<file path="config.mk">
export PLATFORM = sky130hd
export DESIGN_NAME = reset_sequencer
export DESIGN_NICKNAME = d
export VERILOG_FILES = /design/src/rtl/reset_seq_pkg.sv /design/src/rtl/sync_2ff.sv /design/src/rtl/reset_sequencer.sv
export SDC_FILE = /design/constraint.sdc
export NUM_CORES = 1
export LEC_CHECK = 0
export ABC_AREA = 1
export BUFFER_PORTS_ARGS = -buffer_cell sky130_fd_sc_hd__buf_2
export CAP_MARGIN = 30
export CORE_MARGIN = 2
export CORE_UTILIZATION = 49
export CTS_CLUSTER_DIAMETER = 30
export CTS_CLUSTER_SIZE = 40
export DETAILED_ROUTE_END_ITERATION = 12
export HOLD_SLACK_MARGIN = 0.12
export PLACE_DENSITY = 0.68
export SKIP_LAST_GASP = 1
export SYNTH_ARGS = -nofsm -noshare
export SYNTH_HDL_FRONTEND = slang
export SYNTH_SLANG_ARGS = --single-unit
</file>
<file path="constraint.sdc">
create_clock -name clk -period 1.8 [get_ports clk]
set_input_delay 0.18 -clock clk [delete_from_list [all_inputs] [get_ports clk]]
set_output_delay 0.18 -clock clk [all_outputs]
set_load 0.01 [all_outputs]
</file>
<file path="src/rtl/reset_seq_pkg.sv">
// Shared types for the reset sequencer: FSM state encoding and counter sizing.
package reset_seq_pkg;

  typedef enum logic [1:0] {
    ST_HOLD         = 2'd0,
    ST_RUN          = 2'd1,
    ST_DEBOUNCE     = 2'd2,
    ST_WAIT_RELEASE = 2'd3
  } seq_state_e;

  // Counter width able to hold 0..n-1, never narrower than one bit.
  function automatic int cnt_width(input int n);
    return (n <= 32'sd1) ? 32'sd1 : $clog2(n);
  endfunction

endpackage

</file>
<file path="src/rtl/sync_2ff.sv">
// Two-flop synchronizer for a single asynchronous level, cleared to 0 by reset.
module sync_2ff (
  input  logic clk,
  input  logic rst_n,
  input  logic d,
  output logic q
);

  logic meta_r;
  logic q_r;

  // Shift the raw level through two flops to settle metastability.
  always_ff @(posedge clk or negedge rst_n) begin
    if (!rst_n) begin
      meta_r <= 1'b0;
      q_r    <= 1'b0;
    end else begin
      meta_r <= d;
      q_r    <= meta_r;
    end
  end

  assign q = q_r;

endmodule

</file>
<file path="src/rtl/reset_sequencer.sv">
// Board reset sequencer: debounces the reset button, stretches reset by
// HOLD_CYCLES and produces a TICK_DIV clock-enable while the design runs.
module reset_sequencer
  import reset_seq_pkg::*;
#(
  parameter int HOLD_CYCLES     = 16,
  parameter int DEBOUNCE_CYCLES = 8,
  parameter int TICK_DIV        = 4
) (
  input  logic       clk,
  input  logic       resetn,
  input  logic       btn_i,
  output logic       rst_n_o,
  output logic       tick_o,
  output logic [1:0] state_o
);

  localparam int HW = cnt_width(HOLD_CYCLES);
  localparam int DW = cnt_width(DEBOUNCE_CYCLES);
  localparam int TW = cnt_width(TICK_DIV);

  localparam logic [HW-1:0] HOLD_LAST  = HW'(HOLD_CYCLES - 32'sd1);
  // The cycle that first sees the button released already counts toward the hold.
  localparam logic [HW-1:0] HOLD_FIRST = (HOLD_CYCLES > 32'sd1) ? HW'(32'sd1) : '0;
  // Entering DEBOUNCE is the first high sample; the transition edge is the last.
  localparam logic [DW-1:0] DEB_LAST   = (DEBOUNCE_CYCLES > 32'sd2) ?
                                         DW'(DEBOUNCE_CYCLES - 32'sd2) : '0;
  localparam logic [TW-1:0] TICK_LAST  = TW'(TICK_DIV - 32'sd1);
  localparam logic          TICK_EVERY = (TICK_DIV == 32'sd1);

  seq_state_e    state_r,    state_s;
  logic [HW-1:0] hold_cnt_r, hold_cnt_s;
  logic [DW-1:0] deb_cnt_r,  deb_cnt_s;
  logic [TW-1:0] tick_cnt_r, tick_cnt_s;
  logic          rst_n_r,    tick_r;
  logic          btn_s;
  logic          active_s,   was_active_s, tick_s;

  sync_2ff u_btn_sync (
    .clk   (clk),
    .rst_n (resetn),
    .d     (btn_i),
    .q     (btn_s)
  );

  // Next-state and counter update for the sequencing FSM.
  always_comb begin
    state_s    = state_r;
    hold_cnt_s = hold_cnt_r;
    deb_cnt_s  = deb_cnt_r;
    case (state_r)
      ST_HOLD: begin
        deb_cnt_s = '0;
        if (btn_s) begin
          hold_cnt_s = '0;
        end else if (hold_cnt_r == HOLD_LAST) begin
          state_s    = ST_RUN;
          hold_cnt_s = '0;
        end else begin
          hold_cnt_s = hold_cnt_r + 1'b1;
        end
      end
      ST_RUN: begin
        hold_cnt_s = '0;
        deb_cnt_s  = '0;
        if (btn_s) begin
          state_s = ST_DEBOUNCE;
        end else begin
          state_s = ST_RUN;
        end
      end
      ST_DEBOUNCE: begin
        hold_cnt_s = '0;
        if (!btn_s) begin
          state_s   = ST_RUN;
          deb_cnt_s = '0;
        end else if (deb_cnt_r == DEB_LAST) begin
          state_s   = ST_WAIT_RELEASE;
          deb_cnt_s = '0;
        end else begin
          deb_cnt_s = deb_cnt_r + 1'b1;
        end
      end
      ST_WAIT_RELEASE: begin
        deb_cnt_s = '0;
        if (!btn_s) begin
          state_s    = ST_HOLD;
          hold_cnt_s = HOLD_FIRST;
        end else begin
          hold_cnt_s = '0;
        end
      end
      default: begin
        state_s    = ST_HOLD;
        hold_cnt_s = '0;
        deb_cnt_s  = '0;
      end
    endcase
  end

  // Tick divider runs only while the design is out of reset.
  always_comb begin
    active_s     = (state_s == ST_RUN) || (state_s == ST_DEBOUNCE);
    was_active_s = (state_r == ST_RUN) || (state_r == ST_DEBOUNCE);
    tick_cnt_s   = '0;
    if (active_s && was_active_s && (tick_cnt_r != TICK_LAST)) begin
      tick_cnt_s = tick_cnt_r + 1'b1;
    end else begin
      tick_cnt_s = '0;
    end
    if (TICK_EVERY) begin
      tick_s = active_s;
    end else begin
      tick_s = active_s && was_active_s && (tick_cnt_r == TICK_LAST);
    end
  end

  // State, counters and registered outputs.
  always_ff @(posedge clk or negedge resetn) begin
    if (!resetn) begin
      state_r    <= ST_HOLD;
      hold_cnt_r <= '0;
      deb_cnt_r  <= '0;
      tick_cnt_r <= '0;
      rst_n_r    <= 1'b0;
      tick_r     <= 1'b0;
    end else begin
      state_r    <= state_s;
      hold_cnt_r <= hold_cnt_s;
      deb_cnt_r  <= deb_cnt_s;
      tick_cnt_r <= tick_cnt_s;
      rst_n_r    <= active_s;
      tick_r     <= tick_s;
    end
  end

  assign rst_n_o = rst_n_r;
  assign tick_o  = tick_r;
  assign state_o = state_r;

endmodule
</file>
==> results.txt, run 1 <==
----------------------------------------------------
[Floorplanning]
  Die width ... 43.2 um
  Total Die Area ... 1860 um^2
  Effective utilization at floorplan ... 51.1%
  # rows ... 14
  Placeable core region ... 1470 um^2
  Die height ... 43.2 um
  IO Count ... 7

[Detailed routing]
  WL met2 ... 559 um
  Total met3 wirelength after detailed routing ... 37 um
  Iteration-0 DRC Markers ... 7
  Vias ... 535
  Total Wirelength ... 1240 um
  Routed length on met1 ... 608 um
  Drt wl/cell ... 11.3 um
  Count of nets left with antenna violations after detail routing ... 0
  DRC errors left ... 0
  Highest metal used ... met4
  Vias per cell ... 4.86
  Number of iterations in the first detailed-routing pass ... 3

[Logic synthesis]
  Adder-cell share of the synthesized area ... 9.98%
  Area share of and/or/nand/nor cells after synthesis ... 26.8%
  Largest area contributor in the synthesized netlist ... sky130_fd_sc_hd__dfrtp_1
  Post-synth top area share ... 49.9%
  Synth Cell Area ... 752 um^2
  Net Count, Synth ... 91
  Flop and latch count out of synthesis ... 15
  Fraction of the yosys area taken by sequential cells ... 49.9%
  Dominant combinational cell family by area after synthesis ... simple AND/OR/NAND/NOR gates
  Warnings from Yosys ... 0
  Cells taking the most area after synthesis ... sky130_fd_sc_hd__dfrtp_1 (50%), sky130_fd_sc_hd__ha_1 (10%), sky130_fd_sc_hd__nor2_1 (7.0%)
  Number of different library cells in the post-synthesis netlist ... 18
  Mux contribution to synthesized area ... 0%
  Synthesized area per cell ... 9.17 um^2
  Synth Area in XOR/XNOR ... 2.33%
  Share of the synthesized area in compound gates (AO/OA/AOI/OAI) ... 3.66%
  Synth Instances ... 82

[Cells and area]
  Share of layout cells above drive strength 1 ... 21.3%
  Number of diodes added for antenna fixing ... 0
  Commonest cells after routing, fill and taps aside ... sky130_fd_sc_hd__dfrtp_1 (15), sky130_fd_sc_hd__nor2_1 (14), sky130_fd_sc_hd__nand2_1 (12)
  Finished layout cell area ... 848 um^2
  NumNets Final ... 104
  Layout Cells excl Fill ... 110
  Leading cell type in the layout, fill and taps excluded ... sky130_fd_sc_hd__dfrtp_1
  Area growth from synthesis to layout ... 12.8%

[Timing]
  Number of hold violations in the final report ... 0
  Period minus WS final ... 1.60 ns
  Worst Clk Skew ... 0.00144 ns
  Setup slack after layout ... 0.203 ns
  Portion of the clock cycle consumed by the worst path in the final layout ... 88.7%
  Least-Margin Pin Slew ... 0.331 ns
  Max Transition Viols Final ... 0
  Headroom to the max-slew limit ... 78.0%
  Setup TNS ... 0 ns
  RSZ-0062 raised after global routing ... no
  Fmax ... 626 MHz
  Final hold slack ... 0.308 ns
  Final setup viols ... 0

[Clocking]
  Clock Path Buffers ... 2
  Total clock buffers created by CTS ... 3
  Clk slew on worst S/H paths ... 0.09 ns
  Setup fix buffers added after clock tree synthesis ... 0
  Root buf cell ... sky130_fd_sc_hd__clkbuf_4
  Sinks on the clock net ... 15
  Hold-fix buffers at CTS ... 2
  H-tree depth ... 1
  Latest clock arrival within the worst-skew pair ... 0.29 ns
  TritonCTS clock tree ... done
  Resized cells post-CTS ... 0

[Global route]
  Antenna violations before repair ... 0
  Pin count of the biggest net entering global routing ... 16
  Global-route wire length before repair ... 2160 um
  Global route overflow ... 0
  Number of global-route vias before repair ... 520
  GR Util All Layers ... 16.2%

[Hold path]
  Class of the most critical hold timing path ... in -> async

[Worst setup path]
  Req. time, crit path ... 1.99 ns
  Worst setup path category ... reg -> reg
  Cell Chain, Critical Path ... inv_1 -> ha_1 -> bufinv_8 -> nand2_2 -> o21ai_0 -> nand3_1 -> nand4_1 -> nor2_1
  Worst reg2reg startpoint ... state_o[1]
  FF-to-FF End ... tick_cnt_r[1]
  Setup slack on the worst flop-to-flop path ... 0.20 ns
  Worst Path Max Fanout ... 6
  Worst r2r path cells ... 8
  Max stage delay cell, worst path ... sky130_fd_sc_hd__dfrtp_1
  Launching element type of the critical path ... flip-flop
  Crit path DAT ... 1.79 ns
  Worst Setup End Kind ... flip-flop
  Stage delay of the slowest cell on the critical path ... 0.45 ns

[Placement]
  Cell area after placement ... 802 um^2
  Placed Cells incl. Taps ... 104
  Detailed placer's ending HPWL ... 911 um
  Input/output buffers ... 6
  DP Worst Slack ... 0.215 ns
  Global placement routability congestion ... 0.816

[Outcome]
  Result of the run ... complete, no violations

[Pwr]
  Combinational group share of total power ... 43.0%
  Worst IR drop on VDD ... 0.729 mV
  Sequential power share ... 39.8%
  Part of the total power dissipated in the clock network ... 17.1%
  Sw Share ... 38.2%
  Internal power ... 721 uW
  Power Dens Cells ... 1380 nW/um^2
  Leakage component of the power ... 0.000469 uW
  P_sw ... 446 uW

[Flow run]
  MaxCap Viol Count ... 0

----------------------------------------------------
-- cell families after synthesis --
| kind of cell | Yosys count |
|---|---|
| adder cells (fa/ha/maj) | 6 |
| AND/OR/NAND/NOR | 43 |
| AO/OA/AOI/OAI | 5 |
| buffers and inverters | 11 |
| flip-flops | 15 |
| XOR/XNOR | 2 |
-- metal layers --
| metal | up-vias | GRT usage (%) |
|---|---|---|
| met3 | 5 | 3.83 |
| met5 | - | 0 |
| met1 | 243 | 20.9 |
| met4 | 0 | 10.9 |
| met2 | 7 | 23.9 |
| li1 | 280 | - |
-- power by group through the flow --
| stage | Sequential [uW] | Clock, uW | Combinational, uW |
|---|---|---|---|
| CTS | 468 | 200 | 511 |
| global route | 476 | 215 | 580 |
| global placement | 470 | 0 | 489 |
| detailed placement | 474 | 0 | 501 |
| floorplan | 478 | 0 | 381 |
| finish | 465 | 200 | 502 |
-- worst max-delay path, delay by kind of cell (launching register included) --
family	cells	cell delay [ns]
flip-flops	1	0.45
buffers and inverters	2	0.30
AND/OR/NAND/NOR	4	0.36
adder cells (fa/ha/maj)	1	0.23
AO/OA/AOI/OAI	1	0.16
-- synth_stat cells --
cell / instances
sky130_fd_sc_hd__and2_1: 1
sky130_fd_sc_hd__inv_1: 8
sky130_fd_sc_hd__a22oi_1: 1
sky130_fd_sc_hd__a21oi_1: 1
sky130_fd_sc_hd__o21ai_0: 3
sky130_fd_sc_hd__nand4_2: 1
sky130_fd_sc_hd__bufinv_8: 1
sky130_fd_sc_hd__nor2_2: 2
sky130_fd_sc_hd__ha_1: 6
sky130_fd_sc_hd__nand2_2: 5
sky130_fd_sc_hd__nor2_1: 14
sky130_fd_sc_hd__nand3_1: 7
sky130_fd_sc_hd__nand4_1: 1
sky130_fd_sc_hd__dfrtp_1: 15
sky130_fd_sc_hd__nand2_1: 12
sky130_fd_sc_hd__inv_2: 2
sky130_fd_sc_hd__xnor2_1: 1
sky130_fd_sc_hd__xor2_1: 1
-- per-stage QoR --
step | utilization, % | total power, uW
6_report | 57.7 | 1170
5_1_grt | 57.7 | 1270
4_1_cts | 57.7 | 1180
3_5_place_dp | 54.5 | 975
3_3_place_gp | 54.5 | 959
2_1_floorplan | - | 859
-- flip-flops by register name (all words and copies together) (netlist names) --
register and cells:
hold_cnt_r 4, deb_cnt_r 3, state_o 2, tick_cnt_r 2, rst_n_o 1, tick_o 1, u_btn_sync.meta_r 1, u_btn_sync.q 1
-- how the worst max path moves through the flow --
stage                     slack, ns        from       endpoint
after global placement         0.23  state_o[1]  tick_cnt_r[0]
after CTS                      0.20  state_o[1]  tick_cnt_r[0]
after global routing           0.05  state_o[1]  tick_cnt_r[0]
after detailed placement       0.22  state_o[1]  tick_cnt_r[0]
final                          0.20  state_o[1]  tick_cnt_r[1]
after floorplan                0.33  state_o[0]        rst_n_o
-- final cells by class --
class | instances | area, um^2
clock buffer | 4 | 26.3
fill | 141 | 623
inverter | 11 | 55.1
multi-input combinational | 56 | 322
sequential | 15 | 375
tap | 16 | 20.0
timing repair buffer | 8 | 50.0
Note: power is estimated with default switching activity, not from simulation.
==> inputs of run 2 (changes only) <==
--- a/config.mk
+++ b/config.mk
@@ -14,7 +14,7 @@
 export CTS_CLUSTER_SIZE = 40
 export DETAILED_ROUTE_END_ITERATION = 12
 export HOLD_SLACK_MARGIN = 0.12
-export PLACE_DENSITY = 0.68
+export PLACE_DENSITY = 0.78
 export SKIP_LAST_GASP = 1
 export SYNTH_ARGS = -nofsm -noshare
 export SYNTH_HDL_FRONTEND = slang
==> run 2 against run 1 <==
Compared with the run above:
- cell area up 0.15%
- final cell count stayed put
- flip-flop and latch count did not move
- maximum frequency rose by 1.5%
- largest power group unchanged
==> results.txt, run 2 (synthesized netlist as in run 1, its figures left out) <==
----------------------------------------------------
[Clocking]
  Total clock buffers created by CTS ... 3 (unchanged)
  Clk slew on worst S/H paths ... 0.09 ns (about the same)
  Resized cells post-CTS ... 0 (unchanged)
  Hold-fix buffers at CTS ... 2 (unchanged)
  Latest clock arrival within the worst-skew pair ... 0.28 ns (about the same)
  Sinks on the clock net ... 15 (unchanged)
  Setup fix buffers added after clock tree synthesis ... 0 (unchanged)
  H-tree depth ... 1 (unchanged)
  Root buf cell ... sky130_fd_sc_hd__clkbuf_4
  TritonCTS clock tree ... done
  Clock Path Buffers ... 2 (unchanged)

[Detailed routing]
  Count of nets left with antenna violations after detail routing ... 0 (unchanged)
  Vias per cell ... 5.16 (+6.2%)
  Number of iterations in the first detailed-routing pass ... 4 (+1)
  Iteration-0 DRC Markers ... 7 (unchanged)
  DRC errors left ... 0 (unchanged)
  Total Wirelength ... 1190 um (-4.2%)
  Vias ... 568 (+6.2%)
  Drt wl/cell ... 10.8 um (-4.2%)

[Hold path]
  Class of the most critical hold timing path ... in -> async

[Floorplanning]
  Total Die Area ... 1860 um^2 (unchanged)
  Placeable core region ... 1470 um^2 (unchanged)
  IO Count ... 7 (unchanged)
  # rows ... 14 (unchanged)
  Die width ... 43.2 um (unchanged)
  Effective utilization at floorplan ... 51.1% (unchanged)
  Die height ... 43.2 um (unchanged)

[Timing]
  Number of hold violations in the final report ... 0 (unchanged)
  Final setup viols ... 0 (unchanged)
  Worst Clk Skew ... 0.00672 ns (+0.00528 ns)
  Setup TNS ... 0 ns (unchanged)
  Fmax ... 635 MHz (+1.5%)
  RSZ-0062 raised after global routing ... no
  Headroom to the max-slew limit ... 78.2% (+0.28 points)
  Period minus WS final ... 1.57 ns (-0.0230 ns)
  Max Transition Viols Final ... 0 (unchanged)
  Portion of the clock cycle consumed by the worst path in the final layout ... 87.4% (-1.3 points)
  Final hold slack ... 0.314 ns (+0.00595 ns)
  Least-Margin Pin Slew ... 0.326 ns (-0.00422 ns)

[Cells and area]
  Largest register FFs ... 4 (unchanged)
  Storage element area ... 375 um^2 (unchanged)
  Share of layout cells above drive strength 1 ... 22.3% (+1.1 points)
  Biggest regs ... hold_cnt_r: 4 flops, deb_cnt_r: 3 flops
  Largest register by flop count ... hold_cnt_r
  Number of diodes added for antenna fixing ... 0 (unchanged)
  Commonest cells after routing, fill and taps aside ... sky130_fd_sc_hd__dfrtp_1 (15), sky130_fd_sc_hd__nor2_1 (14), sky130_fd_sc_hd__nand2_1 (12)
  NumNets Final ... 104 (unchanged)
  Number of fillers in the final layout ... 137 (-2.8%)
  Leading cell type in the layout, fill and taps excluded ... sky130_fd_sc_hd__dfrtp_1
  Total area of multi-input combinational cells ... 322 um^2 (unchanged)
  Area growth from synthesis to layout ... 13.0%

[Worst setup path]
  Req. time, crit path ... 1.98 ns (about the same)
  Worst setup path category ... reg -> reg
  Worst Setup End Kind ... flip-flop
  Crit path DAT ... 1.76 ns (-0.03 ns)
  Max stage delay cell, worst path ... sky130_fd_sc_hd__dfrtp_1
  Stage delay of the slowest cell on the critical path ... 0.44 ns (about the same)
  Launching element type of the critical path ... flip-flop
  Cell Chain, Critical Path ... inv_1 -> ha_1 -> bufinv_8 -> nand2_2 -> o21ai_0 -> nand3_1 -> nand4_1 -> nor2_1
  Worst Path Max Fanout ... 6 (unchanged)

[Global route]
  Pin count of the biggest net entering global routing ... 16 (unchanged)
  GR Util All Layers ... 16.0% (-0.21 points)
  Antenna violations before repair ... 0 (unchanged)
  Global route overflow ... 0 (unchanged)
  Global-route wire length before repair ... 2210 um (+2.3%)
  Number of global-route vias before repair ... 555 (+6.7%)

[Pwr]
  Internal power ... 718 uW (-0.44%)
  Sw Share ... 38.5% (+0.26 points)
  Sequential power share ... 39.5% (-0.3 points)
  P_sw ... 449 uW (+0.65%)
  Combinational group share of total power ... 44.2% (+1.2 points)
  Worst IR drop on VDD ... 0.538 mV (-26%)
  Leakage component of the power ... 0.000472 uW (+0.58%)
  Power Dens Cells ... 1370 nW/um^2 (-0.17%)
  Part of the total power dissipated in the clock network ... 16.4% (-0.7 points)

[Outcome]
  Result of the run ... complete, no violations

[Placement]
  Detailed placer's ending HPWL ... 893 um (-2.0%)
  Input/output buffers ... 6 (unchanged)
  Global placement routability congestion ... 0.750 (-8.1%)

[Flow run]
  MaxCap Viol Count ... 0 (unchanged)

----------------------------------------------------
-- run 2: changes by cell type in the layout (fill, tap and decap cells not counted), sizes merged --
cell,before,now
clkinv,0,1
clkbuf,4,3
-- run 2: cell type report --
type	instances	share of cell area, %
inverter	11	6.48
sequential	15	44.2
clock inverter	1	0.589
clock buffer	3	2.65
tap	16	2.36
timing repair buffer	8	5.89
multi-input combinational	56	37.8
-- run 2: stage by stage --
stage	area (um^2)	power (uW)	setup slack [ns]	std cells	util [%]
floorplan	752	859	0.326	82	-
global placement	802	955	0.274	104	54.5
detailed placement	802	979	0.230	104	54.5
CTS	850	1180	0.212	110	57.7
global route	850	1270	0.0312	110	57.7
finish	850	1170	0.226	110	57.7
-- run 2: worst max-delay path: cells and delay by family (launching register included) --
kind                     cells  cell delay [ns]
flip-flops                   1             0.44
AO/OA/AOI/OAI                1             0.14
AND/OR/NAND/NOR              4             0.35
adder cells (fa/ha/maj)      1             0.23
buffers and inverters        2             0.30
-- run 2: final timing paths --
check / from / end / slack [ns] / cells past startpoint
max: state_o[1] / tick_cnt_r[0] / 0.23 / 8
min: resetn / deb_cnt_r[1] / 0.31 / 2
max reg2reg: state_o[1] / tick_cnt_r[0] / 0.23 / 8
min reg2reg: u_btn_sync.meta_r / u_btn_sync.q / 0.37 / 0
max in group asynchronous: resetn / u_btn_sync.q / 1.24 / 2
min in group clk: u_btn_sync.meta_r / u_btn_sync.q / 0.37 / 0
-- run 2: metal layers --
metal,GRT usage [%],vias to the layer above,share of wire (%)
met1,19.7,273,46
met4,9.09,0,1.6
li1,-,281,-
met5,0,-,0
met3,2.55,4,3.2
met2,26.3,10,49
-- run 2: power groups by stage --
stage               logic, uW  registers [uW]  clock network (uW)
floorplan                 381             478                   0
global placement          490             465                   0
detailed placement        509             470                   0
CTS                       517             463                 197
global route              591             473                 211
finish                    515             460                 191
==> inputs of run 3 (changes only) <==
--- a/config.mk
+++ b/config.mk
@@ -8,7 +8,7 @@
 export ABC_AREA = 1
 export BUFFER_PORTS_ARGS = -buffer_cell sky130_fd_sc_hd__buf_2
 export CAP_MARGIN = 30
-export CORE_MARGIN = 2
+export CORE_MARGIN = 3
 export CORE_UTILIZATION = 49
 export CTS_CLUSTER_DIAMETER = 30
 export CTS_CLUSTER_SIZE = 40
==> run 3 against run 2 <==
Compared with the run above:
- first-iteration DRC count is 71% lower
- cell area is 0.15% lower
- sequential share of layout area is 0.21 points higher
- wire length is 2.6% lower
- clock power is 6% lower
- combinational power is 2% lower
- worst setup slack worse by 0.027 ns
- die area is 9.5% higher
- flip-flop and latch count stayed put
- sequential power is 2% higher
- critical path depth is 1 higher
- final cell count is 0.91% lower
- largest power group unchanged
- highest routed layer unchanged
==> results.txt, run 3 (synthesized netlist as in run 1, its figures left out) <==
----------------------------------------------------
[Detailed routing]
  DRC errors left ... 0 (unchanged)
  Number of iterations in the first detailed-routing pass ... 3 (-1)
  Vias ... 539 (-5.1%)
  Iteration-0 DRC Markers ... 2 (-5)
  Count of nets left with antenna violations after detail routing ... 0 (unchanged)
  Drt wl/cell ... 10.6 um (-1.7%)
  Total Wirelength ... 1160 um (-2.6%)
  Vias per cell ... 4.94 (-4.2%)

[Pwr]
  Power Dens Cells ... 1360 nW/um^2 (-1.1%)
  Combinational group share of total power ... 43.9% (-0.3 points)
  Leakage component of the power ... 0.000468 uW (-0.78%)
  Sequential power share ... 40.5% (+1.0 points)
  Power after layout ... 1150 uW (-1.3%)
  Worst IR drop on VDD ... 0.748 mV (+39%)
  Internal power ... 723 uW (+0.70%)
  P_sw ... 429 uW (-4.5%)
  Part of the total power dissipated in the clock network ... 15.5% (-0.9 points)
  Sw Share ... 37.3% (-1.2 points)

[Worst setup path]
  Launching element type of the critical path ... flip-flop
  Crit path DAT ... 1.81 ns (+0.05 ns)
  Worst reg2reg startpoint ... state_o[0]
  Setup slack on the worst flop-to-flop path ... 0.20 ns (-0.03 ns)
  Worst setup path category ... reg -> reg
  Worst r2r path cells ... 9 (+1)
  Req. time, crit path ... 2.00 ns (+0.02 ns)
  FF-to-FF End ... tick_cnt_r[0]
  Worst Setup End Kind ... flip-flop
  Worst Path Max Fanout ... 5 (-1)

[Clocking]
  Root buf cell ... sky130_fd_sc_hd__clkbuf_4
  Setup fix buffers added after clock tree synthesis ... 0 (unchanged)
  Latest clock arrival within the worst-skew pair ... 0.27 ns (about the same)
  Clk slew on worst S/H paths ... 0.08 ns (about the same)
  Sinks on the clock net ... 15 (unchanged)
  Total clock buffers created by CTS ... 3 (unchanged)
  H-tree depth ... 1 (unchanged)
  Clock Path Buffers ... 2 (unchanged)
  TritonCTS clock tree ... done

[Timing]
  Fmax ... 625 MHz (-1.7%)
  Number of hold violations in the final report ... 0 (unchanged)
  Period minus WS final ... 1.60 ns (+0.0273 ns)
  Final setup viols ... 0 (unchanged)
  Least-Margin Pin Slew ... 0.332 ns (+0.00611 ns)
  Setup slack after layout ... 0.199 ns (-0.0273 ns)
  Portion of the clock cycle consumed by the worst path in the final layout ... 88.9% (+1.5 points)
  Setup TNS ... 0 ns (unchanged)
  Max Transition Viols Final ... 0 (unchanged)
  RSZ-0062 raised after global routing ... no
  Final hold slack ... 0.333 ns (+0.0193 ns)
  Headroom to the max-slew limit ... 77.8% (-0.41 points)
  Worst Clk Skew ... 0.00592 ns (-0.000798 ns)

[Floorplanning]
  Effective utilization at floorplan ... 55.0% (+3.9 points)
  Die width ... 45.2 um (+4.6%)
  IO Count ... 7 (unchanged)
  Total Die Area ... 2040 um^2 (+9.5%)
  Placeable core region ... 1370 um^2 (-7.1%)
  Die height ... 45.2 um (+4.6%)
  # rows ... 13 (-1)

[Placement]
  Detailed placer's ending HPWL ... 898 um (+0.58%)
  Global placement routability congestion ... 0.847 (+13%)
  Input/output buffers ... 6 (unchanged)
  DP Worst Slack ... 0.161 ns (-0.0693 ns)
  Placed Cells incl. Taps ... 103 (-0.96%)

[Cells and area]
  Biggest regs ... hold_cnt_r: 4 flops, deb_cnt_r: 3 flops
  Share of layout cells above drive strength 1 ... 22.3% (unchanged)
  Number of diodes added for antenna fixing ... 0 (unchanged)
  Commonest cells after routing, fill and taps aside ... sky130_fd_sc_hd__nor2_1 (14), sky130_fd_sc_hd__dfrtp_1 (14), sky130_fd_sc_hd__nand2_1 (12)
  Layout Cells excl Fill ... 109 (-0.91%)
  Largest register FFs ... 4 (unchanged)
  Area growth from synthesis to layout ... 12.8%
  NumNets Final ... 104 (unchanged)
  Largest register by flop count ... hold_cnt_r

[Global route]
  Global-route wire length before repair ... 1990 um (-10%)
  Pin count of the biggest net entering global routing ... 16 (unchanged)
  Number of global-route vias before repair ... 478 (-14%)
  GR Util All Layers ... 13.7% (-2.3 points)
  Global route overflow ... 0 (unchanged)
  Antenna violations before repair ... 0 (unchanged)

[Flow run]
  MaxCap Viol Count ... 0 (unchanged)

[Hold path]
  Class of the most critical hold timing path ... in -> async

[Outcome]
  Result of the run ... complete, no violations

----------------------------------------------------
## run 3: changes by cell type in the layout (fill, tap and decap cells not counted), sizes merged
cell | previous run | this run
clkbuf | 3 | 4
clkinv | 1 | 0
## run 3: repair_timing
action,in CTS,in global routing
hold endpoints to repair,16,0
setup endpoints to repair,0,1
hold buffers,2,0
resized for setup,0,1
## run 3: routing by layer
| layer | global-route usage, % | part of all wire, % | vias up |
|---|---|---|---|
| li1 | - | - | 279 |
| met1 | 18.7 | 50 | 249 |
| met2 | 19.5 | 46 | 9 |
| met3 | 2.79 | 3.5 | 2 |
| met4 | 8.77 | 1.1 | 0 |
| met5 | 0 | 0 | - |
## run 3: worst max-delay path by stage
stage / slack, ns / depth (start not counted) / to / startpoint
floorplan: 0.33 / 7 / rst_n_o / state_o[0]
global placement: 0.19 / 9 / tick_cnt_r[0] / state_o[0]
detailed placement: 0.16 / 9 / tick_cnt_r[0] / state_o[0]
CTS: 0.11 / 9 / tick_cnt_r[0] / state_o[0]
global route: 0.05 / 11 / tick_cnt_r[0] / state_o[0]
finish: 0.20 / 9 / tick_cnt_r[0] / state_o[0]
## run 3: power by group through the flow
stage | registers, uW | clock network [uW] | logic, uW
after floorplan | 478 | 0 | 381
after global placement | 467 | 0 | 492
after detailed placement | 472 | 0 | 505
after CTS | 466 | 189 | 512
after global routing | 479 | 202 | 580
final | 467 | 179 | 506
## run 3: critical path, cell delays in order, from the launching register on
cell,delay [ns]
sky130_fd_sc_hd__dfrtp_2,0.42
sky130_fd_sc_hd__inv_2,0.07
sky130_fd_sc_hd__ha_1,0.24
sky130_fd_sc_hd__o21ai_0,0.19
sky130_fd_sc_hd__nand3_1,0.09
sky130_fd_sc_hd__nand2_1,0.08
sky130_fd_sc_hd__nand2_1,0.10
sky130_fd_sc_hd__nand2_2,0.10
sky130_fd_sc_hd__nand4_1,0.13
sky130_fd_sc_hd__nor2_1,0.13
## run 3: stage by stage
stage	cell area [um^2]	utilization, %
after floorplan	752	-
after detailed placement	801	58.6
final	848	62.1
after global routing	848	62.1
after global placement	801	58.6
after CTS	847	62.0
## run 3: final cells by class
class                   instances  area, um^2
well taps                      15        18.8
fillers                       127         518
flip-flops and latches         15         377
clock buffers                   4        26.3
multi-input cells              56         322
repair buffers                  8        50.0
inverters                      11        55.1
